<file path="src/rtl/lieat_exu_wbarb_pkg.sv">
// lieat_exu_wbarb_pkg: shared EXU writeback widths and result-channel IDs.
package lieat_exu_wbarb_pkg;

    localparam int LIEAT_XLEN    = 64;
    localparam int LIEAT_REG_IDX = 5;

    localparam int CH_COM    = 0;
    localparam int CH_LSU    = 1;
    localparam int CH_MULDIV = 2;

endpackage

</file>
<file path="src/rtl/lieat_rr_arb.sv">
// lieat_rr_arb: one-hot request picker, round-robin starting at ptr.
// Define LIEAT_WBARB_FIXPRIO_EN for fixed priority (lowest index wins).
module lieat_rr_arb #(
    parameter int NUM_CH = 3,
    parameter int PTR_W  = $clog2(NUM_CH)
) (
    input  logic [NUM_CH-1:0] req,
    input  logic [PTR_W-1:0]  ptr,
    output logic [NUM_CH-1:0] gnt
);

`ifdef LIEAT_WBARB_FIXPRIO_EN
    logic unused_ptr;

    assign unused_ptr = ^ptr;
    assign gnt        = req & (~req + NUM_CH'(1));
`else
    logic [2*NUM_CH-1:0] dbl;
    logic [2*NUM_CH-1:0] back;
    logic [NUM_CH-1:0]   rot;
    logic [NUM_CH-1:0]   first;
    logic                unused_bits;

    // Rotate ptr down to bit 0, keep the lowest set bit, rotate back.
    assign dbl         = {req, req} >> ptr;
    assign rot         = dbl[NUM_CH-1:0];
    assign first       = rot & (~rot + NUM_CH'(1));
    assign back        = {first, first} << ptr;
    assign gnt         = back[2*NUM_CH-1:NUM_CH];
    assign unused_bits = ^{dbl[2*NUM_CH-1:NUM_CH], back[NUM_CH-1:0]};
`endif

endmodule

</file>
<file path="src/rtl/lieat_exu_wbarb.sv">
// lieat_exu_wbarb: merges FU result channels into one registered writeback port.
// LIEAT_WBARB_FIXPRIO_EN selects fixed priority instead of round-robin.
module lieat_exu_wbarb
    import lieat_exu_wbarb_pkg::*;
#(
    parameter int NUM_CH  = 3,
    parameter int XLEN    = LIEAT_XLEN,
    parameter int REG_IDX = LIEAT_REG_IDX,
    parameter int LSU_CH  = CH_LSU
) (
    input  logic                      clock,
    input  logic                      reset,
    input  logic [NUM_CH-1:0]         ch_valid,
    output logic [NUM_CH-1:0]         ch_ready,
    input  logic [NUM_CH*XLEN-1:0]    ch_pc,
    input  logic [NUM_CH-1:0]         ch_wen,
    input  logic [NUM_CH*REG_IDX-1:0] ch_rd,
    input  logic [NUM_CH*XLEN-1:0]    ch_data,
    input  logic [NUM_CH-1:0]         ch_ebreak,
    input  logic [NUM_CH-1:0]         ch_mmio,
    input  logic [NUM_CH-1:0]         waw_dep,
    output logic                      wbck_o_valid,
    input  logic                      wbck_o_ready,
    output logic [NUM_CH-1:0]         wbck_o_op,
    output logic [XLEN-1:0]           wbck_o_pc,
    output logic                      wbck_o_en,
    output logic [REG_IDX-1:0]        wbck_o_rd,
    output logic [XLEN-1:0]           wbck_o_data,
    output logic                      wbck_o_lsu,
    output logic                      wbck_o_mmio,
    output logic                      wbck_o_ebreak
);

    localparam int PTR_W = $clog2(NUM_CH);

    logic [NUM_CH-1:0]  elig;
    logic [NUM_CH-1:0]  gnt;
    logic               adv;
    logic               hs;
    logic               wen_q;
    logic [PTR_W-1:0]   ptr;
    logic [PTR_W-1:0]   gidx;
    logic [PTR_W-1:0]   ptr_nxt;
    logic [XLEN-1:0]    sel_pc;
    logic [XLEN-1:0]    sel_data;
    logic [REG_IDX-1:0] sel_rd;
    logic               sel_wen;
    logic               sel_ebreak;
    logic               sel_mmio;

    assign elig      = ch_valid & ~waw_dep;
    assign adv       = ~wbck_o_valid | wbck_o_ready;
    assign ch_ready  = reset ? '0 : (gnt & {NUM_CH{adv}});
    assign hs        = |ch_ready;
    assign wbck_o_en = wbck_o_valid & wen_q;

    lieat_rr_arb #(
        .NUM_CH (NUM_CH),
        .PTR_W  (PTR_W)
    ) u_arb (
        .req (elig),
        .ptr (ptr),
        .gnt (gnt)
    );

    always_comb begin
        gidx       = '0;
        sel_pc     = '0;
        sel_data   = '0;
        sel_rd     = '0;
        sel_wen    = 1'b0;
        sel_ebreak = 1'b0;
        sel_mmio   = 1'b0;
        for (int i = 0; i < NUM_CH; i++) begin
            if (gnt[i]) begin
                gidx       = PTR_W'(i);
                sel_pc     = ch_pc[i*XLEN +: XLEN];
                sel_data   = ch_data[i*XLEN +: XLEN];
                sel_rd     = ch_rd[i*REG_IDX +: REG_IDX];
                sel_wen    = ch_wen[i];
                sel_ebreak = ch_ebreak[i];
                sel_mmio   = ch_mmio[i];
            end
        end
    end

    assign ptr_nxt = (gidx == PTR_W'(NUM_CH-1)) ? '0 : gidx + PTR_W'(1);

`ifdef LIEAT_WBARB_FIXPRIO_EN
    logic unused_ptr_nxt;

    assign ptr            = '0;
    assign unused_ptr_nxt = ^ptr_nxt;
`else
    always_ff @(posedge clock) begin
        if (reset) begin
            ptr <= '0;
        end else if (hs) begin
            ptr <= ptr_nxt;
        end
    end
`endif

    // Empty arbitration round with a free slot drains the output.
    always_ff @(posedge clock) begin
        if (reset) begin
            wbck_o_valid  <= 1'b0;
            wbck_o_op     <= '0;
            wbck_o_pc     <= '0;
            wbck_o_rd     <= '0;
            wbck_o_data   <= '0;
            wbck_o_lsu    <= 1'b0;
            wbck_o_mmio   <= 1'b0;
            wbck_o_ebreak <= 1'b0;
            wen_q         <= 1'b0;
        end else if (adv) begin
            wbck_o_valid <= hs;
            if (hs) begin
                wbck_o_op     <= gnt;
                wbck_o_pc     <= sel_pc;
                wbck_o_rd     <= sel_rd;
                wbck_o_data   <= sel_data;
                wbck_o_lsu    <= gnt[LSU_CH];
                wbck_o_mmio   <= sel_mmio;
                wbck_o_ebreak <= sel_ebreak;
                wen_q         <= sel_wen;
            end
        end
    end

endmodule

</file>
<file path="config.mk">
export PLATFORM = sky130hd
export DESIGN_NAME = lieat_exu_wbarb
export DESIGN_NICKNAME = d
export VERILOG_FILES = /design/src/rtl/lieat_exu_wbarb_pkg.sv /design/src/rtl/lieat_rr_arb.sv /design/src/rtl/lieat_exu_wbarb.sv
export SDC_FILE = /design/constraint.sdc
export NUM_CORES = 1
export LEC_CHECK = 0
export CAP_MARGIN = 20
export CORE_AREA = 5 5 214 216
export DETAILED_ROUTE_END_ITERATION = 10
export DIE_AREA = 0 0 219 221
export GPL_TIMING_DRIVEN = 0
export PLACE_DENSITY_LB_ADDON = 0.08
export REMOVE_ABC_BUFFERS = 1
export SLEW_MARGIN = 20
export SYNTH_ARGS = -nofsm -noshare
export SYNTH_HDL_FRONTEND = slang
export SYNTH_SLANG_ARGS = --single-unit
</file>
<file path="constraint.sdc">
create_clock -name clock -period 2.2 [get_ports clock]
set_clock_uncertainty 0.1 [all_clocks]
set_input_delay 0.22 -clock clock [delete_from_list [all_inputs] [get_ports clock]]
set_output_delay 0.22 -clock clock [all_outputs]
set_load 0.05 [all_outputs]
</file>
### Word level (Yosys, flattened, before mapping)

Cells that the tools add are included.

| word-level totals | value |
|---|---|
| register bits after elaboration | 143 |
| word-level logic and storage cells | 47 |
| output and inout bits | 144 |
| input port bits | 417 |

| operators by class | value |
|---|---|
| mux-type cells | 22 |
| add/sub/neg operators | 2 |
| eq/ne operators | 1 |
| reductions and logical operators | 2 |
| bitwise logic cells | 8 |
| shift-type cells | 2 |

Operators by type and width:

| operator | number |
|---|---|
| 2-to-1 mux 64 bit | 6 |
| 2-to-1 mux 5 bit | 3 |
| 2-to-1 mux 1 bit | 10 |
| AND 3 bit | 3 |
| NOT 3 bit | 2 |
| left shift 6 x 2 -> 6 bit | 1 |
| right shift 6 x 2 -> 3 bit | 1 |
| 2-to-1 mux 2 bit | 2 |
| adder 3 x 1 -> 3 bit (second input constant) | 1 |
| 2-to-1 mux 3 bit | 1 |
| OR reduction 3 bit | 1 |
| adder 2 x 1 -> 2 bit (second input constant) | 1 |
| == test 2 bit (second input constant) | 1 |
| AND reduction 2 bit | 1 |
| AND 1 bit | 1 |
| NOT 1 bit | 1 |
| OR 1 bit | 1 |

### Longest topological paths before layout

Gate-level depths: netlist of the first run.

| logic depth | value |
|---|---|
| depth after elaboration | 11 |
| mapped depth | 7 |
| depth with buffers taken out | 4 |

### By module

A second synthesis of the first run with hierarchy kept.

| second synthesis, totals | value |
|---|---|
| cells, all modules | 687 |
| area total of the unflattened synthesis | 7206.9 µm² |

By module, submodules not included:

| module | seq. area each (µm²) | instances | area each (µm²) | cells an instance |
|---|---|---|---|---|
| lieat_exu_wbarb | 2842.7 | 1 | 7135.6 | 677 |
| lieat_rr_arb | 0.0 | 1 | 71.3 | 10 |

### Least setup slack after synthesis of the first run

OpenSTA, ideal clock, no wires.

| timing path | value |
|---|---|
| path type | reg2out |
| start point | reg wbck_o_valid |
| end point | out ch_ready[0] |
| data arrival time | 1.868 ns |
| buffers on the path | 2 |
| required time | 1.880 ns |
| stages on the path, launching flop included | 6 |
| slack | 0.012 ns |
| cells stage by stage | dfxtp_1 -> nor2b_1 -> nor2_1 -> buf_2 -> buf_1 -> and3_1 |

| between the ends | value |
|---|---|
| word-level cells in the longest chain between the ends | 4 |

RTL lines:

| what | RTL line | RTL |
|---|---|---|
| start: declaration | lieat_exu_wbarb.sv:22 | `output logic wbck_o_valid,` |
| start signal: assignment | lieat_exu_wbarb.sv:117 | `wbck_o_valid <= hs;` |
| NOT 1 bit | lieat_exu_wbarb.sv:52 | `assign adv = ~wbck_o_valid \| wbck_o_ready;` |
| OR 1 bit | lieat_exu_wbarb.sv:52 |  |
| AND 3 bit | lieat_exu_wbarb.sv:53 | `assign ch_ready = reset ? '0 : (gnt & {NUM_CH{adv}});` |
| 2-to-1 mux 3 bit | lieat_exu_wbarb.sv:53 |  |
| end: declaration | lieat_exu_wbarb.sv:14 | `output logic [NUM_CH-1:0] ch_ready,` |

Every way passes these cells.

### Final worst setup path of the first run

| timing path | value |
|---|---|
| start point | reg wbck_o_valid |
| end point | reg wbck_o_data[50] |

| between the ends | value |
|---|---|
| word-level cells in the longest chain between the ends | 6 |

RTL lines:

| what | RTL line | RTL |
|---|---|---|
| NOT 1 bit * | lieat_exu_wbarb.sv:52 |  |
| OR 1 bit * | lieat_exu_wbarb.sv:52 |  |
| AND 3 bit | lieat_exu_wbarb.sv:53 |  |
| 2-to-1 mux 3 bit | lieat_exu_wbarb.sv:53 |  |
| OR reduction 3 bit | lieat_exu_wbarb.sv:54 | `assign hs = \|ch_ready;` |
| AND reduction 2 bit (no line) * | -- |  |
| end signal: assignment | lieat_exu_wbarb.sv:122 | `wbck_o_data <= sel_data;` |
| end: declaration | lieat_exu_wbarb.sv:28 | `output logic [XLEN-1:0] wbck_o_data,` |

Mark *: on every way between the ends. The rest lies on a longest branch, timed or not.
A chain may end at the register's enable or synchronous reset.

==> metrics, run 1 <==
top cells by area, synth=dfxtp_1 39%, a32oi_1 16%, o211ai_1 14%; post-synthesis xor/xnor area fraction=0; total gr overflow=0; Setup CP Type=register to register; share of cells above drive strength 1=0.0971; Final Non-Filler Cells=~2000; worst-path maximum fanout=18; IR Drop Worst-Case VDD=around 0.47 mV; Synth warnings=0; final worst slack=a little under 100 ps; Cell variety after synth=33; clock-pin slew on the worst setup and hold paths=~70 ps; io pins=561; post-detail-place hpwl=about 35 mm; count of flip-flops with a built-in enable after synthesis=0; vias per cell=roughly 4.7; # fillers=roughly 4700; Worst path slowest cell=or3b_2; Pwr Density=between 600 and 700 mW/mm^2; Max Root-Sink Buffers=2; Pleak=between 5 and 6 nW; Worst R2R End=wbck_o_data[50]$_SDFFE_PP0P_; Post-Synth Simple-Gate Area=0.139; RSZ-0062 raised after global routing=true; WL/cell=23.4 microns; worst slack at placement=-1630 ps; initial core utilization=0.165; area fraction in compound gates after synthesis=0.321; Critical Path RT=about 2500 ps; Comb pwr share=0.355; largest net degree at the start of global routing=54; biggest area consumer among synthesized cells=dfxtp_1; CTS Buf Count=17; sw frac=0.344; routability-driven placement congestion ratio=about 0.75; Final Hold Fails=0; Most common cell on crit path=buf_6; Hold Buf Count CTS=0; synthesis-to-finish area growth=108%; fmax=approximately 480 MHz; worst skew pair latency=~480 ps; outcome=finished clean; total number of vias=a little over 9000; top-area cell type share of the netlist area=0.394; initial drt markers=just over 400; antenna-violating nets left=0; synthesized area per cell=around 8.6 sq um; met2 wire len=approximately 23 mm; antenna violations before repair=8; die height=about 220 microns; Chip Width=about 220 microns; Post-Place Cells=between 1500 and 2000; register area share after synthesis=0.394; Tmin final=approximately 2100 ps; vias in the first global route=~10000; WHS Endpoint=wbck_o_valid$_SDFFE_PP0N_; Reg2Reg Setup Slack=slightly below 100 ps; largest family of logic cells by synthesized area=compound AO/OA/AOI/OAI gates; crit-path max cell delay=about 480 ps; hold_sp=reset; FFs w/ async S/R, synth=0; first-pass iteration count of the detailed router=4; cell chain of the critical path=or3b_2 > o41ai_4 > buf_6 > buf_6 > buf_6 > buf_6 > buf_12 > buf_8 > a32oi_1 > o211ai_1; FF+latch area=~0.0029 sq mm; Port Buffer Count=560; Seq pwr share=0.317; DRT met1 WL=19.0 mm; max cap viols=0; total power=9.37 mW; Sinks on Clock Net=between 100 and 150; area occupied by multi-input gates=0.00342 sq mm; Post-Synth Adder-Cell Area=0; Rows=between 70 and 80; H-tree Lvls=4; WP buf/inv=6; Mapped Area=0.00722 sq mm; fin. max-slew vios=0; Global Route Usage Sum=0.189; hold path depth=2; CTS tree=yes; Tightest Pin Transition=~640 ps; WHS=around 170 ps; CP Launch Type=register; Rel. slew slack=0.571; routed wire length=between 40 and 50 mm; hold crit path type=input port to register; Synth Instances=between 800 and 900; fin nets=1805; crit end category=register; clock tree root driver cell=clkbuf_16; core area=between 0.04 and 0.05 sq mm; FF+latch count, synth=142; met3 wire length=roughly 3.8 mm; cell family with most CP delay=buffers and inverters; R2R depth=10; global-route wire length before repair=around 70 mm; WP data arrival=~2400 ps; final cycle utilization of the critical path=0.956; Clock power frac=0.328; Die Area=a little under 0.05 sq mm; endpoints failing setup=0; internal power=6.15 mW; Reg2Reg Launch Point=wbck_o_valid$_SDFFE_PP0N_; Final TNS setup=0 ps; post-synthesis mux area share=0; DR DRC count=0; Max Used Layer=met5; Main synth FF type=dfxtp_1; Switch Pwr=approximately 3.2 mW
==> timing repair <==
| item | CTS | global route |
|---|---|---|
| pin swaps | 5 | 3 |
| buffers inserted | 21 | 3 |
| gates resized for setup | 55 | 11 |
| gates cloned | 6 | 0 |
| setup endpoints to repair | 106 | 29 |
==> worst max path at each step <==
stage                     depth (start not counted)  slack (ps)                       from                            to
after floorplan                                   4      -18730  wbck_o_valid$_SDFFE_PP0N_                   ch_ready[2]
after global placement                            4      -50280                      reset  wbck_o_data[51]$_SDFFE_PP0P_
after detailed placement                         11       -1630                ch_valid[2]                   ch_ready[2]
after CTS                                         8           6        ptr[1]$_SDFFE_PP0P_                   ch_ready[2]
after global routing                             10         -20  wbck_o_valid$_SDFFE_PP0N_  wbck_o_data[50]$_SDFFE_PP0P_
final                                            10         100  wbck_o_valid$_SDFFE_PP0N_  wbck_o_data[50]$_SDFFE_PP0P_
==> placed cells by master (no fill, tap or decap), types with 4 or more instances in the layout <==
| cell type | netlist | routed |
|---|---|---|
| a32oi_1 | 136 | 135 |
| buf_12 | 0 | 6 |
| buf_16 | 0 | 18 |
| buf_4 | 2 | 33 |
| buf_6 | 11 | 15 |
| buf_8 | 1 | 7 |
| bufbuf_16 | 0 | 5 |
| clkbuf_16 | 0 | 17 |
| clkbuf_8 | 0 | 8 |
| clkdlybuf4s50_1 | 0 | 555 |
| clkinv_2 | 0 | 4 |
| dfxtp_1 | 142 | 139 |
| diode_2 | 0 | 6 |
| inv_1 | 138 | 137 |
| nand2_1 | 9 | 9 |
| nand4_1 | 136 | 136 |
| o211ai_1 | 137 | 137 |
==> metal layers <==
layer  up-vias  GRT usage
li1       4416          -
met1      4544      0.219
met2       332      0.321
met3        42     0.0727
met4         4     0.0571
met5         -          0
==> cell usage after synthesis (2+ instances only) <==
| cell type | count |
|---|---|
| a21oi_1 | 2 |
| a32oi_1 | 136 |
| buf_1 | 9 |
| buf_2 | 29 |
| buf_4 | 2 |
| buf_6 | 11 |
| clkbuf_1 | 56 |
| dfxtp_1 | 142 |
| inv_1 | 138 |
| nand2_1 | 9 |
| nand2b_1 | 2 |
| nand4_1 | 136 |
| nor2_1 | 3 |
| nor2b_1 | 4 |
| nor3_1 | 2 |
| o211ai_1 | 137 |
==> stage by stage <==
step / utilization / cell area (sq um)
floorplan: - / 6680
global placement: 0.298 / 13000
detailed placement: 0.323 / 14100
CTS: 0.342 / 15000
global route: 0.343 / 15000
finish: 0.343 / 15000
==> flip-flops by register name, summed over array words and instances (netlist names) <==
name and count:
wbck_o_rd 5, ptr 2, wbck_o_ebreak 1, wbck_o_op 3, wbck_o_valid 1, wen_q 1
wbck_o_pc 64, wbck_o_mmio 1, wbck_o_data 64
==> cell type report <==
class,instances,area share
diodes,6,0.00100
clock inverters,5,0.00333
inverters,138,0.0347
multi-input cells,448,0.228
clock buffers,27,0.0362
repair buffers,641,0.458
flip-flops and latches,142,0.190
well taps,592,0.0493
==> kinds of logic after synthesis <==
| logic type | after synthesis |
|---|---|
| flip-flops | 142 |
| buffers and inverters | 246 |
| AO/OA/AOI/OAI | 283 |
| AND/OR/NAND/NOR | 164 |
==> power by group through the flow <==
stage | clock network [mW] | logic (mW) | registers (mW)
6_report | 3.08 | 3.33 | 2.97
4_1_cts | 3.22 | 3.35 | 2.97
5_1_grt | 3.30 | 3.50 | 3.00
3_3_place_gp | 0 | 3.08 | 3.02
3_5_place_dp | 0 | 3.27 | 3.02
2_1_floorplan | 0 | 0.582 | 3.90
No activity file was read; power rests on OpenSTA's default activity.
==> inputs of run 2 (changes only) <==
--- a/config.mk
+++ b/config.mk
@@ -6,9 +6,9 @@
 export NUM_CORES = 1
 export LEC_CHECK = 0
 export CAP_MARGIN = 20
-export CORE_AREA = 5 5 214 216
+export CORE_AREA = 5 5 218 220
 export DETAILED_ROUTE_END_ITERATION = 10
-export DIE_AREA = 0 0 219 221
+export DIE_AREA = 0 0 223 225
 export GPL_TIMING_DRIVEN = 0
 export PLACE_DENSITY_LB_ADDON = 0.08
 export REMOVE_ABC_BUFFERS = 1
==> constraint.sdc (replaced) <==
create_clock -name clock -period 2.55 [get_ports clock]
set_clock_uncertainty 0.1 [all_clocks]
set_input_delay 0.255 -clock clock [delete_from_list [all_inputs] [get_ports clock]]
set_output_delay 0.255 -clock clock [all_outputs]
set_load 0.05 [all_outputs]
==> run 2 against run 1 <==
Compared with the run above:
- first-iteration DRC count increased by 3.0%
- routed wire length decreased by 2.4%
- sequential power decreased by 14%
- flip-flop and latch count unchanged
- register-to-register slack improved by 40 ps
- non-clock buffer count decreased by 7
- clock power decreased by 8.4%
- final area decreased by 1.2%
- hold slack improved by 39 ps
- via count decreased by 2.1%
- clock-buffer cell count decreased by 8
==> metrics, run 2 (synthesis results as in run 1) <==
worst-path maximum fanout=9 (-9); fin nets=1797 (-0.44%); hold_sp=reset; fin. max-slew vios=0 (unchanged); Largest regs=wbck_o_data x64, wbck_o_pc x64, wbck_o_rd x5; share of cells above drive strength 1=0.0898 (-0.00727); global-route wire length before repair=65.5 mm (-4.2%); Pleak=5.43 nW (-2.1%); cell family with most CP delay=buffers and inverters; total number of vias=9142 (-2.1%); final cycle utilization of the critical path=0.951; CTS tree=yes; commonest non-fill, non-tap cell in the layout=clkdlybuf4s50_1; endpoints failing setup=0 (unchanged); Setup CP Type=input port to register; Reg2Reg Launch Point=ptr[1]$_SDFFE_PP0P_; Tightest Pin Transition=776 ps (+134 ps); Worst R2R End=wbck_o_rd[0]$_SDFFE_PP0P_; hold crit path type=input port to register; crit-path max cell delay=480 ps (about the same); routability-driven placement congestion ratio=0.789 (+5.0%); Most common cell on crit path=buf_4; max cap viols=0 (unchanged); most frequent cells in the layout=556 x clkdlybuf4s50_1, 139 x dfxtp_1, 138 x inv_1; CP Launch Type=input port; Final Hold Fails=0 (unchanged); antenna-violating nets left=0 (unchanged); Pwr Density=552 mW/mm^2 (-12%); CTS Buf Count=17 (unchanged); die height=225 microns (+1.8%); Post-Place Cells=1953 (+0.41%); antenna violations before repair=15 (+7); WL/cell=22.8 microns (-2.3%); H-tree Lvls=4 (unchanged); routed wire length=45.6 mm (-2.4%); Port Buffer Count=560 (unchanged); RSZ-0062 raised after global routing=false; R2R depth=12 (+2); Chip Width=223 microns (+1.8%); worst skew pair latency=480 ps (about the same); Worst path slowest cell=clkdlybuf4s50_1; initial core utilization=0.160 (-0.00494); clock-pin slew on the worst setup and hold paths=60 ps (about the same); WHS Endpoint=wbck_o_valid$_SDFFE_PP0N_; cell chain of the critical path=clkdlybuf4s50_1 > and2b_2 > a21oi_1 > o211ai_1 > buf_4 > buf_4 > buf_4 > buf_4 > buf_4 > buf_4 > buf_4 > buf_4 > o211ai_1; crit end category=register; Tmin final=roughly 2400 ps; io pins=561 (unchanged); initial drt markers=418 (+3.0%); Die Area=0.0502 sq mm (+3.7%); post-detail-place hpwl=35.8 mm (+2.8%); fmax=around 410 MHz; outcome=finished clean; WP buf/inv=9 (+3); vias per cell=4.58 (-2.0%); Rows=78 (+1.3%); WP data arrival=2730 ps (+330 ps); vias in the first global route=9469 (-5.5%); IR Drop Worst-Case VDD=0.440 mV (-5.6%); total power=8.19 mW (-13%); Critical Path RT=2860 ps (+360 ps); core area=0.0451 sq mm (+3.1%); hold path depth=2 (unchanged); Sinks on Clock Net=142 (unchanged); first-pass iteration count of the detailed router=6 (+2); DR DRC count=0 (unchanged); total gr overflow=0 (unchanged); # fillers=4773 (+2.5%); Reg2Reg Setup Slack=140 ps (+40 ps); Worst path depth=13 (+3); synthesis-to-finish area growth=105%; largest net degree at the start of global routing=44 (-19%); Rel. slew slack=0.481 (-0.0899); Max Root-Sink Buffers=2 (unchanged); Global Route Usage Sum=0.174 (-0.0142); clock tree root driver cell=clkbuf_16; Final Non-Filler Cells=1998 (-0.050%)
## run 2: cell count changes in the layout (fill, tap and decap cells not counted), sizes merged, moves of 2 or more
cell           previous run  this run
bufinv                    1         4
clkbuf                   27        19
clkinvlp                  0         3
clkdlybuf4s15             0         2
bufbuf                    5         0
buf                      79        75
## run 2: layer usage
metal,share of wire,track usage,vias to the layer above
li1,-,-,4402
met1,0.40,0.201,4339
met2,0.49,0.292,332
met3,0.087,0.0763,55
met4,0.018,0.0557,14
met5,0.0027,0,-
## run 2: metrics by stage
| step | util | TNS (ps) | area (sq um) | hold slack (ps) | worst slack, ps |
|---|---|---|---|---|---|
| global route | 0.329 | 0 | 14800 | 206 | 6.95 |
| CTS | 0.328 | 0 | 14800 | 150 | 14.4 |
| detailed placement | 0.313 | -48990 | 14100 | 340 | -1210 |
| finish | 0.329 | 0 | 14800 | 208 | 125 |
| global placement | 0.289 | -7167510 | 13000 | 330 | -51890 |
| floorplan | - | -2498060 | 6680 | 224 | -18410 |
## run 2: power by group
| group | switching, mW | leakage (nW) | total (mW) | internal, mW |
|---|---|---|---|---|
| Combinational | 1.53 | 3.96 | 2.81 | 1.28 |
| Sequential | 0.115 | 1.17 | 2.56 | 2.44 |
| Clock | 1.15 | 0.300 | 2.82 | 1.67 |
## run 2: worst max-delay path by stage
stage	start	slack, ps	to
after floorplan	wbck_o_valid$_SDFFE_PP0N_	-18410	ch_ready[2]
after global placement	reset	-51890	wbck_o_data[62]$_SDFFE_PP0P_
after detailed placement	ch_valid[1]	-1210	ch_ready[2]
after CTS	ptr[0]$_SDFFE_PP0P_	10	ch_ready[1]
after global routing	ptr[1]$_SDFFE_PP0P_	7	wbck_o_pc[48]$_SDFFE_PP0P_
final	waw_dep[0]	120	wbck_o_rd[0]$_SDFFE_PP0P_
## run 2: repair_timing
action	in CTS	in global routing
pin swaps	5	3
resized for setup	23	5
hold buffers	0	0
setup endpoints to repair	25	22
setup buffers	8	3
## run 2: final cells by class
type                       count  area (sq um)  share of cell area
timing repair buffer         634          6700               0.451
multi-input combinational    447          3390               0.228
sequential                   142          2850               0.192
tap                          600           751              0.0506
inverter                     138           518              0.0349
clock buffer                  19           453              0.0305
clock inverter                12           168              0.0113
antenna                        6          15.0             0.00101
==> RTL change 1, RTL diff (config.mk and constraints of run 2) <==
The package constant `LIEAT_REG_IDX` goes from 5 to 6.
--- a/src/rtl/lieat_exu_wbarb_pkg.sv
+++ b/src/rtl/lieat_exu_wbarb_pkg.sv
@@ -2,7 +2,7 @@
 package lieat_exu_wbarb_pkg;
 
     localparam int LIEAT_XLEN    = 64;
-    localparam int LIEAT_REG_IDX = 5;
+    localparam int LIEAT_REG_IDX = 6;
 
     localparam int CH_COM    = 0;
     localparam int CH_LSU    = 1;
Interface: changed (resized ch_rd and wbck_o_rd); port bits go from 561 to 565. No check against the original RTL was run, so the function may have changed too.
==> RTL change 1 against run 2 <==
- wire length increased by 4.6%
- synthesized cell count increased by 5.4%
- count of clock-buffer cells in the layout increased by 7
- power decreased by 3.1%
- register-to-register slack improved by 60 ps
- largest cell class unchanged
- final area increased by 3.2%
- worst hold slack improved by 92 ps
- setup slack got worse by 59 ps
- sequential cell count increased by 1
- clock power decreased by 11%
- area after synthesis increased by 11%
==> RTL change 1: results (changes against run 2) <==
Clock network
  • Worst skew pair latency: 430 ps (-50 ps)
  • Reg clk slew, reported paths: 60 ps (about the same)
  • CTS Buf Count: 17 (unchanged)

Placement
  • DP HPWL: 35900 um (+0.33%)
  • Setup WS pre-CTS: -678 ps (+532 ps)
  • RePlAce Congestion: 0.753 (-4.5%)
  • I/O Buffers: 564 (+0.71%)

Logic synthesis
  • Distinct cell type count after synthesis: 36 (+9.1%)
  • Synth top cells by count: dfxtp_1 (143), a31oi_1 (138), o211ai_1 (138), a32oi_1 (136), o21bai_1 (136)
  • Synth area leaders: dfxtp_1 (36%), a32oi_1 (15%), o211ai_1 (13%)
  • Warnings, synthesis: 0 (unchanged)
  • Sequential element share of the synthesized area: 35.9% (-3.5 points)
  • Post-synthesis compound-gate area fraction: 52.9% (+21 points)

Global route
  • First-pass GRT wire length: 66900 um (+2.0%)
  • Vias in the first global route: 9952 (+5.1%)
  • Gr usage total: 17.4% (-0.047 points)
  • Initial antenna violation count: 8 (-7)
  • Largest net degree at the start of global routing: 79 (+80%)

Critical path
  • Max Fanout on Critical Path: 6 (-3)
  • CP Data Arrival Time: 2130 ps (-600 ps)

Timing
  • Tightest Pin Transition: 656 ps (-119 ps)

Routing
  • Pre-Repair DR Iteration Count: 4 (-2)
  • Routed len/inst: 23.9 um (+4.9%)
  • Via-to-Cell Ratio: 4.85 (+5.9%)
  • Initial drt markers: 521 (+25%)

Final layout
  • Share of layout cells above drive strength 1: 6.92% (-2.1 points)
  • Top Registers: wbck_o_data (64), wbck_o_pc (64), wbck_o_rd (6)

Outcome
  • Outcome: finished, final reports clean

Pwr
  • P_leak: 0.00524 uW (-3.7%)
[RTL change 1: cell count changes after synthesis, sizes merged, moves of 10 or more]
cell           run 2  this run
a31oi              0       138
nand4            136         1
o21bai             1       136
inv              138         5
buf               52        72
clkbuf            56        66
[RTL change 1: repair_timing]
item / CTS / global route
endpoints found under the setup margin: 31 / 56
resized for setup: 12 / 7
pin swaps: 4 / 1
buffers inserted: 3 / 0
gates cloned: 0 / 3
[RTL change 1: area by class of cell]
| class | count | area, sq um |
|---|---|---|
| Clock buffer | 26 | 509 |
| Tap cell | 600 | 751 |
| Clock inverter | 5 | 53.8 |
| Sequential cell | 143 | 2860 |
| Antenna cell | 5 | 12.5 |
| Timing Repair Buffer | 612 | 6580 |
| Fill cell | 4699 | 29800 |
| Multi-Input combinational cell | 597 | 4530 |
| Inverter | 5 | 18.8 |
[RTL change 1: path summary, 6_finish.rpt]
check	endpoint	from	cells after the start	slack, ps
setup / recovery	ch_ready[1]	ch_valid[1]	5	70
hold / removal	wbck_o_op[0]	reset	4	300
setup reg to reg	wbck_o_pc[56]	ptr[0]	6	200
hold reg to reg	wbck_o_data[60]	wbck_o_data[60]	2	410
[RTL change 1: cell families (layout without fill, tap and decap cells)]
kind of cell             Yosys count  in the layout
other                              0              5
flip-flops                       143            143
adder cells (fa/ha/maj)            1              1
buffers and inverters            143            648
AND/OR/NAND/NOR                   31             33
AO/OA/AOI/OAI                    562            563
[RTL change 1: layer usage]
layer | share of wire [%] | global-route usage (%) | wire (um) | up-vias
met4 | 1.7 | 4.11 | 818 | 4
met5 | 0.040 | 0 | 19 | -
met2 | 49 | 29.7 | 23400 | 341
li1 | - | - | - | 4689
met1 | 41 | 20.8 | 19500 | 4587
met3 | 8.2 | 6.57 | 3920 | 39
[RTL change 1: power by group]
part / switching (uW) / leakage [uW] / internal [uW]
clock network: 1050 / 0.000280 / 1470
registers: 102 / 0.00118 / 2430
logic: 1570 / 0.00378 / 1320
[RTL change 1: worst max-delay path, stage by stage]
cell and delay [ps]:
clkdlybuf4s50_1 490, nor2b_2 460, nand4_1 320, nor2_1 200, clkdlybuf4s15_2 400
[RTL change 1: stage by stage]
step | cell area (sq um) | TNS, ps | instances
floorplan | 7310 | -980350 | 742
global placement | 13700 | -2731580 | 1906
detailed placement | 14700 | -36730 | 1951
CTS | 15300 | 0 | 1985
global route | 15300 | -41.6 | 1989
finish | 15300 | 0 | 1993
==> RTL change 2, RTL diff (config.mk and constraints of run 2) <==
Made on the original files. Reset style: asynchronous (`reset`), changed in 2 clocked blocks.
--- a/src/rtl/lieat_exu_wbarb.sv
+++ b/src/rtl/lieat_exu_wbarb.sv
@@ -92,7 +92,7 @@
     assign ptr            = '0;
     assign unused_ptr_nxt = ^ptr_nxt;
 `else
-    always_ff @(posedge clock) begin
+    always_ff @(posedge clock or posedge reset) begin
         if (reset) begin
             ptr <= '0;
         end else if (hs) begin
@@ -102,7 +102,7 @@
 `endif
 
     // Empty arbitration round with a free slot drains the output.
-    always_ff @(posedge clock) begin
+    always_ff @(posedge clock or posedge reset) begin
         if (reset) begin
             wbck_o_valid  <= 1'b0;
             wbck_o_op     <= '0;
Check against the original RTL: differs if reset is asserted again (counterexample within 4 cycles, from zero or initial values and one cycle with reset high); with reset held inactive, the same outputs for 4 cycles.
==> RTL change 2 against run 2 <==
- sequential cell count did not move
- the run now ends with hold timing left
- area after synthesis is 24% higher
- wire length is 24% higher
- largest cell class unchanged
- final area increased by 13%
- setup slack worse by 24 ps
Power is not compared: it rests on default switching activity, and its combinational part moved more than twofold at a synthesized area within 25%.
==> RTL change 2: results (changes against run 2) <==
Critical path
  • R2r setup slk: 130 ps
  • Max Fanout on Critical Path: 8 (-1)
  • CP peak stage delay: 460 ps (-20 ps)
  • CP top delay family: compound AO/OA/AOI/OAI gates
  • CP Data Arrival Time: 2090 ps (-640 ps)
  • Reg2reg start: wbck_o_valid
  • FF-to-FF End: wbck_o_pc[27]
  • Critical path's slowest cell: dfrtp_2
  • Worst R2R Path Depth: 11 (-1)

Final layout
  • Fillers: 4620 (-3.2%)
  • Nets: 1941 (+8.0%)
  • Share of layout cells above drive strength 1: 8.85% (-0.13 points)

Placement
  • DP HPWL: 40800 um (+14%)
  • Placed Area: 16000 sq um (+14%)
  • Setup WS pre-CTS: -1050 ps (+161 ps)
  • Placed instance count: 2094 (+7.2%)
  • RePlAce Congestion: 0.800 (+1.3%)

Logic synthesis
  • Main synth FF type: dfrtp_1
  • Synth Instances: 1013 (+21%)
  • Synth async-reset ratio: 100% (+100 points)
  • Synth area leaders: dfrtp_1 (40%), nand4_1 (19%), o2111ai_1 (13%)
  • Mux share of post-synthesis cell area: 0% (unchanged)
  • Sequential element share of the synthesized area: 39.5% (+0.18 points)
  • Post-synthesis adder-cell area fraction: 0% (unchanged)
  • Synth top cells by count: nand4_1 (270), dfrtp_1 (142), nand2_1 (141), o211ai_1 (136), o2111ai_1 (135)
  • Warnings, synthesis: 0 (unchanged)
  • Distinct cell type count after synthesis: 32 (-3.0%)
  • Synth Area in XOR/XNOR: 0% (unchanged)
  • Post-synthesis compound-gate area fraction: 25.6% (-6.4 points)

Clock network
  • Worst skew pair latency: between 400 and 500 ps
  • Reg clk slew, reported paths: 70 ps
  • Root buffer cell: clkbuf_16
  • CTS Buf Count: 17 (unchanged)
  • CTS resizes: 18 (-22%)
  • H-tree depth: 4 (unchanged)
  • Clk buf depth: 2 (unchanged)
  • Post-CTS Setup Inserts: 8 (unchanged)

Min path
  • Worst hold path class: primary input to asynchronous set/reset pin

Outcome
  • Outcome: finished, violations left
  • Failing checks: hold timing

Routing
  • Routed len/inst: 26.3 um (+15%)
  • DR vias: 11.5k (+26%)
  • Pre-Repair DR Iteration Count: 5 (-1)
  • Number of routed nets with antenna violations: 0 (unchanged)
  • Total Wirelength: 56500 um (+24%)
  • Initial drt markers: 798 (+91%)

Global route
  • Gr usage total: 21.6% (+4.2 points)
  • Initial antenna violation count: 11 (-4)
  • First-pass GRT wire length: 83300 um (+27%)
  • Largest net degree at the start of global routing: 74 (+68%)

Timing
  • Final hold vios: 3 (+3)
  • Tightest Pin Transition: 670 ps (-106 ps)
  • Final setup fails: 0 (unchanged)
  • Worst Hold Slack: -8.14 ps (-216 ps)
  • FMAX: 408 MHz (-0.98%)

Die
  • Die area: 50200 sq um (unchanged)

Pwr
  • P_leak: between 0.006 and 0.007 uW
  • NetSw: roughly 6000 uW
[RTL change 2: cell count changes in the layout (fill, tap and decap cells not counted), sizes merged, moves of 133 or more]
| cell | before | now |
|---|---|---|
| dfrtp | 0 | 142 |
| dfxtp | 142 | 0 |
| a32oi | 136 | 1 |
| o2111ai | 0 | 135 |
| nand4 | 136 | 270 |
| inv | 138 | 5 |
[RTL change 2: worst max path at each step]
stage,startpoint,depth (start not counted),endpoint
finish,ptr[0],5,ch_ready[2]
detailed placement,ch_valid[2],8,ch_ready[0]
floorplan,wbck_o_valid,4,ch_ready[0]
global placement,ch_valid[2],6,ch_ready[0]
global route,ptr[1],4,ch_ready[2]
CTS,ptr[1],5,ch_ready[1]
[RTL change 2: per-layer routing]
| metal | part of all wire [%] | routed length, um | GRT usage [%] |
|---|---|---|---|
| met5 | 0.080 | 45 | 0 |
| met2 | 49 | 27500 | 35.3 |
| met4 | 2.2 | 1240 | 7.09 |
| met3 | 7.4 | 4200 | 7.36 |
| met1 | 42 | 23600 | 27.0 |
[RTL change 2: through the flow]
step           util [%]  hold WS, ps  setup TNS [ps]
2_1_floorplan         -          312        -1241630
3_3_place_gp       32.4          371        -3701600
3_5_place_dp       35.5          378          -39780
4_1_cts            37.2          193               0
5_1_grt            37.3         26.4           -8.41
6_report           37.3        -8.14               0
[RTL change 2: layout make-up]
class                   instances  area share, %
clock buffers                  22           2.88
repair buffers                642           41.7
inverters                       5          0.156
well taps                     600           4.46
multi-input cells             716           28.3
diodes                          9          0.134
clock inverters                10           1.23
flip-flops and latches        142           21.1
[RTL change 2: power by group through the flow]
stage                     Combinational [uW]  Clock, uW  Sequential [uW]
final                                   6850       3090             3460
after global routing                    7150       3260             3550
after CTS                               6880       3200             3450
after detailed placement                6830          0             3470
after global placement                  6360          0             3460
after floorplan                         1270          0             5690
